--- src/rtl/logic_op_stage.sv ---
// ---------------------------------------------------------------------------
// logic_op_stage
//
// Single-cycle bitwise logic unit followed by a 2-entry output FIFO with
// valid/ready handshakes on both sides. Every accepted operation produces one
// entry {parity, zero, result}. Entries leave in acceptance order.
//
// Parameters
//   size       operand and result width in bits
//
// Ports
//   clk        clock; all state changes on the rising edge
//   rst_n      asynchronous active-low reset
//   in_valid   upstream offers an operation
//   in_ready   stage accepts an operation this cycle (registered)
//   op         00 AND, 01 OR, 10 XOR, 11 NOR
//   a, b       operands
//   out_valid  head entry is valid
//   out_ready  downstream takes the head entry
//   result     head result
//   zero       head result is all zeros
//   parity     XOR of all head result bits
//   op_count   number of results delivered downstream, wraps at 256
// ---------------------------------------------------------------------------
module logic_op_stage #(
    parameter int size = 4
) (
    input  logic            clk,
    input  logic            rst_n,
    input  logic            in_valid,
    output logic            in_ready,
    input  logic [1:0]      op,
    input  logic [size-1:0] a,
    input  logic [size-1:0] b,
    output logic            out_valid,
    input  logic            out_ready,
    output logic [size-1:0] result,
    output logic            zero,
    output logic            parity,
    output logic [7:0]      op_count
);

    localparam logic [1:0] EMPTY = 2'd0;
    localparam logic [1:0] ONE   = 2'd1;
    localparam logic [1:0] FULL  = 2'd2;

    // Entry layout: {parity, zero, result}. The reset value describes an
    // all-zero result so the flag outputs stay self-consistent in reset.
    localparam logic [size+1:0] reset_entry = {1'b0, 1'b1, {size{1'b0}}};

    logic [1:0]      state_q, state_d;
    logic [size+1:0] head_q, head_d;
    logic [size+1:0] tail_q, tail_d;
    logic [size-1:0] calc;
    logic [size+1:0] new_entry;
    logic            in_ready_q;
    logic [7:0]      op_count_q;
    logic            in_fire;
    logic            out_fire;

    // Pure bitwise operations: bit i of the result only sees bit i of a and b.
    always_comb begin
        // NOTE: every variable assigned in a combinational block gets a value
        // on every path, otherwise synthesis infers a latch.
        calc = '0;
        case (op)
            2'b00:   calc = a & b;
            2'b01:   calc = a | b;
            2'b10:   calc = a ^ b;
            default: calc = ~(a | b);
        endcase
        new_entry = {^calc, ~|calc, calc};
    end

    assign out_valid = (state_q != EMPTY);
    assign in_ready  = in_ready_q;
    assign in_fire   = in_valid & in_ready_q;
    assign out_fire  = out_valid & out_ready;

    always_comb begin
        state_d = state_q;
        head_d  = head_q;
        tail_d  = tail_q;
        case (state_q)
            EMPTY: begin
                if (in_fire) begin
                    state_d = ONE;
                    head_d  = new_entry;
                end
            end
            ONE: begin
                if (in_fire && out_fire) begin
                    // Head leaves and the new entry takes its place.
                    head_d = new_entry;
                end else if (in_fire) begin
                    state_d = FULL;
                    tail_d  = new_entry;
                end else if (out_fire) begin
                    state_d = EMPTY;
                end
            end
            FULL: begin
                // in_ready is low here, so no input can be accepted.
                if (out_fire) begin
                    state_d = ONE;
                    head_d  = tail_q;
                end
            end
            default: state_d = EMPTY;
        endcase
    end

    always_ff @(posedge clk or negedge rst_n) begin
        if (!rst_n) begin
            // NOTE: the two storage entries are reset along with the control
            // state so the outputs show a defined result during reset and no
            // stale entry can reappear after release.
            state_q    <= EMPTY;
            head_q     <= reset_entry;
            tail_q     <= reset_entry;
            in_ready_q <= 1'b0;
            op_count_q <= 8'd0;
        end else begin
            // NOTE: sequential state uses non-blocking assignments so every
            // register samples the pre-edge values of its sources.
            state_q    <= state_d;
            head_q     <= head_d;
            tail_q     <= tail_d;
            // Registered ready: derived from the next state, never from the
            // current out_ready.
            in_ready_q <= (state_d != FULL);
            if (out_fire) begin
                op_count_q <= op_count_q + 8'd1;
            end
        end
    end

    assign result   = head_q[size-1:0];
    assign zero     = head_q[size];
    assign parity   = head_q[size+1];
    assign op_count = op_count_q;

endmodule

--- config.mk ---
export PLATFORM = sky130hd
export DESIGN_NAME = logic_op_stage
export DESIGN_NICKNAME = d
export VERILOG_FILES = /design/src/rtl/logic_op_stage.sv
export SDC_FILE = /design/constraint.sdc
export NUM_CORES = 1
export LEC_CHECK = 0
export BUFFER_PORTS_ARGS = -buffer_cell sky130_fd_sc_hd__buf_2
export CAP_MARGIN = 10
export CORE_UTILIZATION = 27
export CTS_CLUSTER_DIAMETER = 50
export DETAILED_ROUTE_END_ITERATION = 16
export PLACE_DENSITY = 0.5
export SETUP_SLACK_MARGIN = 0.2
export SYNTH_ARGS = -nofsm -noshare
export SYNTH_HDL_FRONTEND = slang
export SYNTH_SLANG_ARGS = --single-unit
--- constraint.sdc ---
create_clock -name clk -period 1.75 [get_ports clk]
set_clock_uncertainty 0.2 [all_clocks]
set_input_delay 0.0875 -clock clk [delete_from_list [all_inputs] [get_ports clk]]
set_output_delay 0.0875 -clock clk [all_outputs]
set_load 0.02 [all_outputs]
==> results.cfg <==
[final_layout]
area_growth_pct = 94.6
final_core_util = 0.551
fillCellCount = 438
fin_nets = 273
drive_above_1_share = 0.680
diodes = 0

[clock_network]
clkSlewWorstSetupHoldPaths_ns = 0.08
cts_tree = built
clock_sinks = 23
numCtsBuffers = 3
clock_path_buffers = 2
htreeDepth = 1
insertion_delay_ns = 0.26
ctsRootBufferMaster = clkbuf_8

[synth]
ys_types = 39
yosys.area.top_type = dfrtp_1
ys_seq_area_frac = 0.395
synth_cells = 143
synth_seq_cells = 23
synth_area_leaders = dfrtp_1, ha_1, mux2_2
synthesis.nets = 168
synth.avg_cell_area_um2 = 10.2
yosysTopAreaCellShare = 0.359
ys.flop_type = dfrtp_1
async_reset_ff_frac = 1.00
synth_edf_count = 0
ys.warnings.count = 0
netlist_area_um2 = 1460

[routing]
routed_wl_um = 4250
drt_iter0_markers = 55
drc = 0
antenna_left = 0
routed_via_density = 4.55
avgRoutedWirePerCell_um = 13.4
vias = 1441
firstDrtPassIters = 4

[pwr]
pwr-share-seq = 0.331
power.share.switching = 0.378
p_int_uw = 1820
p_clk_frac = 0.112
leakage_uw = 0.00133
switching_power_uw = 1100
p_comb_frac = 0.556
vdd_drop_max_mv = 0.525
power_density_nw_per_um2 = 1020

[setup_path]
path_class = primary input to flip-flop
path_max_fanout = 2
cp.arrival_ns = 1.81
critical_path.startpoint_type = primary input
crit_start = b[2]
crit_required_ns = 1.70
endpoint_kind = flip-flop
timing.rr.start = state_q[0]
r2r.worst_path.cells = 4

[floorplan]
die_area_um2 = 5720
core-area_um2 = 5170
rows = 26
die_h_um = 75.6
ios = 30
start_util = 0.283
die-width_um = 75.6

[worst_hold_path]
min_path_cells = 3
hold_path.startpoint = op[1]
hp-class = primary input to flip-flop

[global_routing]
grt_pass1_vias = 1445
grt_max_degree = 24
antenna_found_initial = 0
grt_usage = 0.151
grt-ovfl-total = 0
grt_pass1_wl_um = 6510

[sta]
finalSetupViolCount = 2
tightest_slew_ns = 0.509
period_needed_ns = 1.86
fmax_mhz = 537
drv_slew = 0
slew_headroom = 0.661
hold_violations = 1
tns_ns = -0.179
timing.final.crit_share = 1.07
whs_ns = -0.00224
setup_ws_ns = -0.114
rsz0062_at_grt = true

[placed_design]
dp_hpwl_um = 2560
place_congestion = 0.739
pre_cts_ws_ns = -0.498
io_buffers = 29

[status]
violations = hold timing, setup timing
outcome = complete, but fails checks

[job]
cap_violations = 0
## worst max-delay path, stage by stage
cell and delay (ns):
buf_12 0.11, inv_8 0.04, ha_4 0.18, mux2_4 0.27
nand2_2 0.08, and2_4 0.15, ha_4 0.20, xor2_2 0.17
mux2_4 0.25, mux2_4 0.26
## flip-flops by register name (all words and copies together) (netlist names)
| name | flops |
|---|---|
| state_q | 2 |
| op_count | 8 |
| tail_q | 6 |
| head_q | 6 |
| in_ready | 1 |
## synthesized netlist by cell type, types with 2 or more instances
cell type,instances
xnor2_1,6
or2_2,4
dfrtp_1,21
nor2_1,4
nor3b_1,3
mux2i_1,3
clkbuf_1,5
nand2_1,11
nand4_1,4
and2_1,5
ha_1,11
inv_1,11
buf_2,2
a211oi_1,3
a31oi_1,4
dfstp_2,2
o41ai_1,3
nand3b_1,4
o311ai_0,4
mux2_2,8
xor2_1,2
a21oi_1,5
and3_1,2
## placed cells by master, fill, tap and decap left out, drive strengths merged, types with 2 or more instances in the layout
master,count
nor2,4
dfstp,2
a211oi,3
a31oi,4
nand2,11
ha,11
nor3b,3
xor2,2
mux2i,3
nor2b,2
xnor2,6
clkbuf,3
inv,11
and2,6
dfrtp,21
a21oi,5
buf,105
and3,2
dlygate4sd3,3
nand4,4
mux2,9
o41ai,3
nand3b,4
or2,4
o311ai,4
## logic make-up (layout without fill, tap and decap cells)
| group | Yosys count | count (layout) | share of synthesized area |
|---|---|---|---|
| and+or+nand+nor | 43 | 43 | 0.170 |
| AOI/OAI and AO/OA | 27 | 27 | 0.145 |
| DFF | 23 | 23 | 0.395 |
| buffers and inverters | 19 | 123 | 0.0556 |
| muxes | 12 | 12 | 0.0923 |
| adders and majority gates | 11 | 11 | 0.0940 |
| xor gates and xnor gates | 8 | 8 | 0.0479 |
## layout make-up
cell class / instances / area, um2 / area share
Tap cell: 70 / 87.6 / 0.0307
Multi-Input combinational cell: 101 / 1090 / 0.383
Clock buffer: 3 / 41.3 / 0.0145
Inverter: 11 / 73.8 / 0.0259
Timing Repair Buffer: 108 / 971 / 0.341
Clock inverter: 1 / 5.00 / 0.00176
Sequential cell: 23 / 581 / 0.204
## power groups by stage
stage,combinational [uW],clock [uW],sequential (uW)
floorplan,618,0,1110
global placement,1150,0,955
detailed placement,1170,0,968
CTS,1390,335,958
global route,1770,351,1000
finish,1620,328,968
## path summary, 6_finish.rpt
check                              end  slack [ns]
max                          head_q[5]       -0.11
min                          tail_q[3]      -0.002
max reg2reg                  head_q[0]        0.10
min reg2reg                op_count[7]        0.27
max in group asynchronous    tail_q[4]        0.86
min in group asynchronous     in_ready        0.12
## layer usage
metal	GRT usage	share of wire
met5	0	0
met4	0.0370	0.0040
met3	0.0159	0.024
met2	0.289	0.54
met1	0.179	0.43
## through the flow
stage,instances,power (uW),area [um2]
finish,317,2920,2850
global route,317,3120,2850
CTS,309,2680,2500
detailed placement,255,2140,1950
global placement,255,2110,1950
floorplan,143,1730,1610
## what timing repair did
item / CTS / global route
pin swaps: 15 / 16
setup endpoints to repair: 10 / 11
setup buffers: 47 / 8
hold buffers: 3 / 0
endpoints found under the hold margin: 25 / 0
resized for setup: 31 / 68
Power figures use the tool's default switching activity.
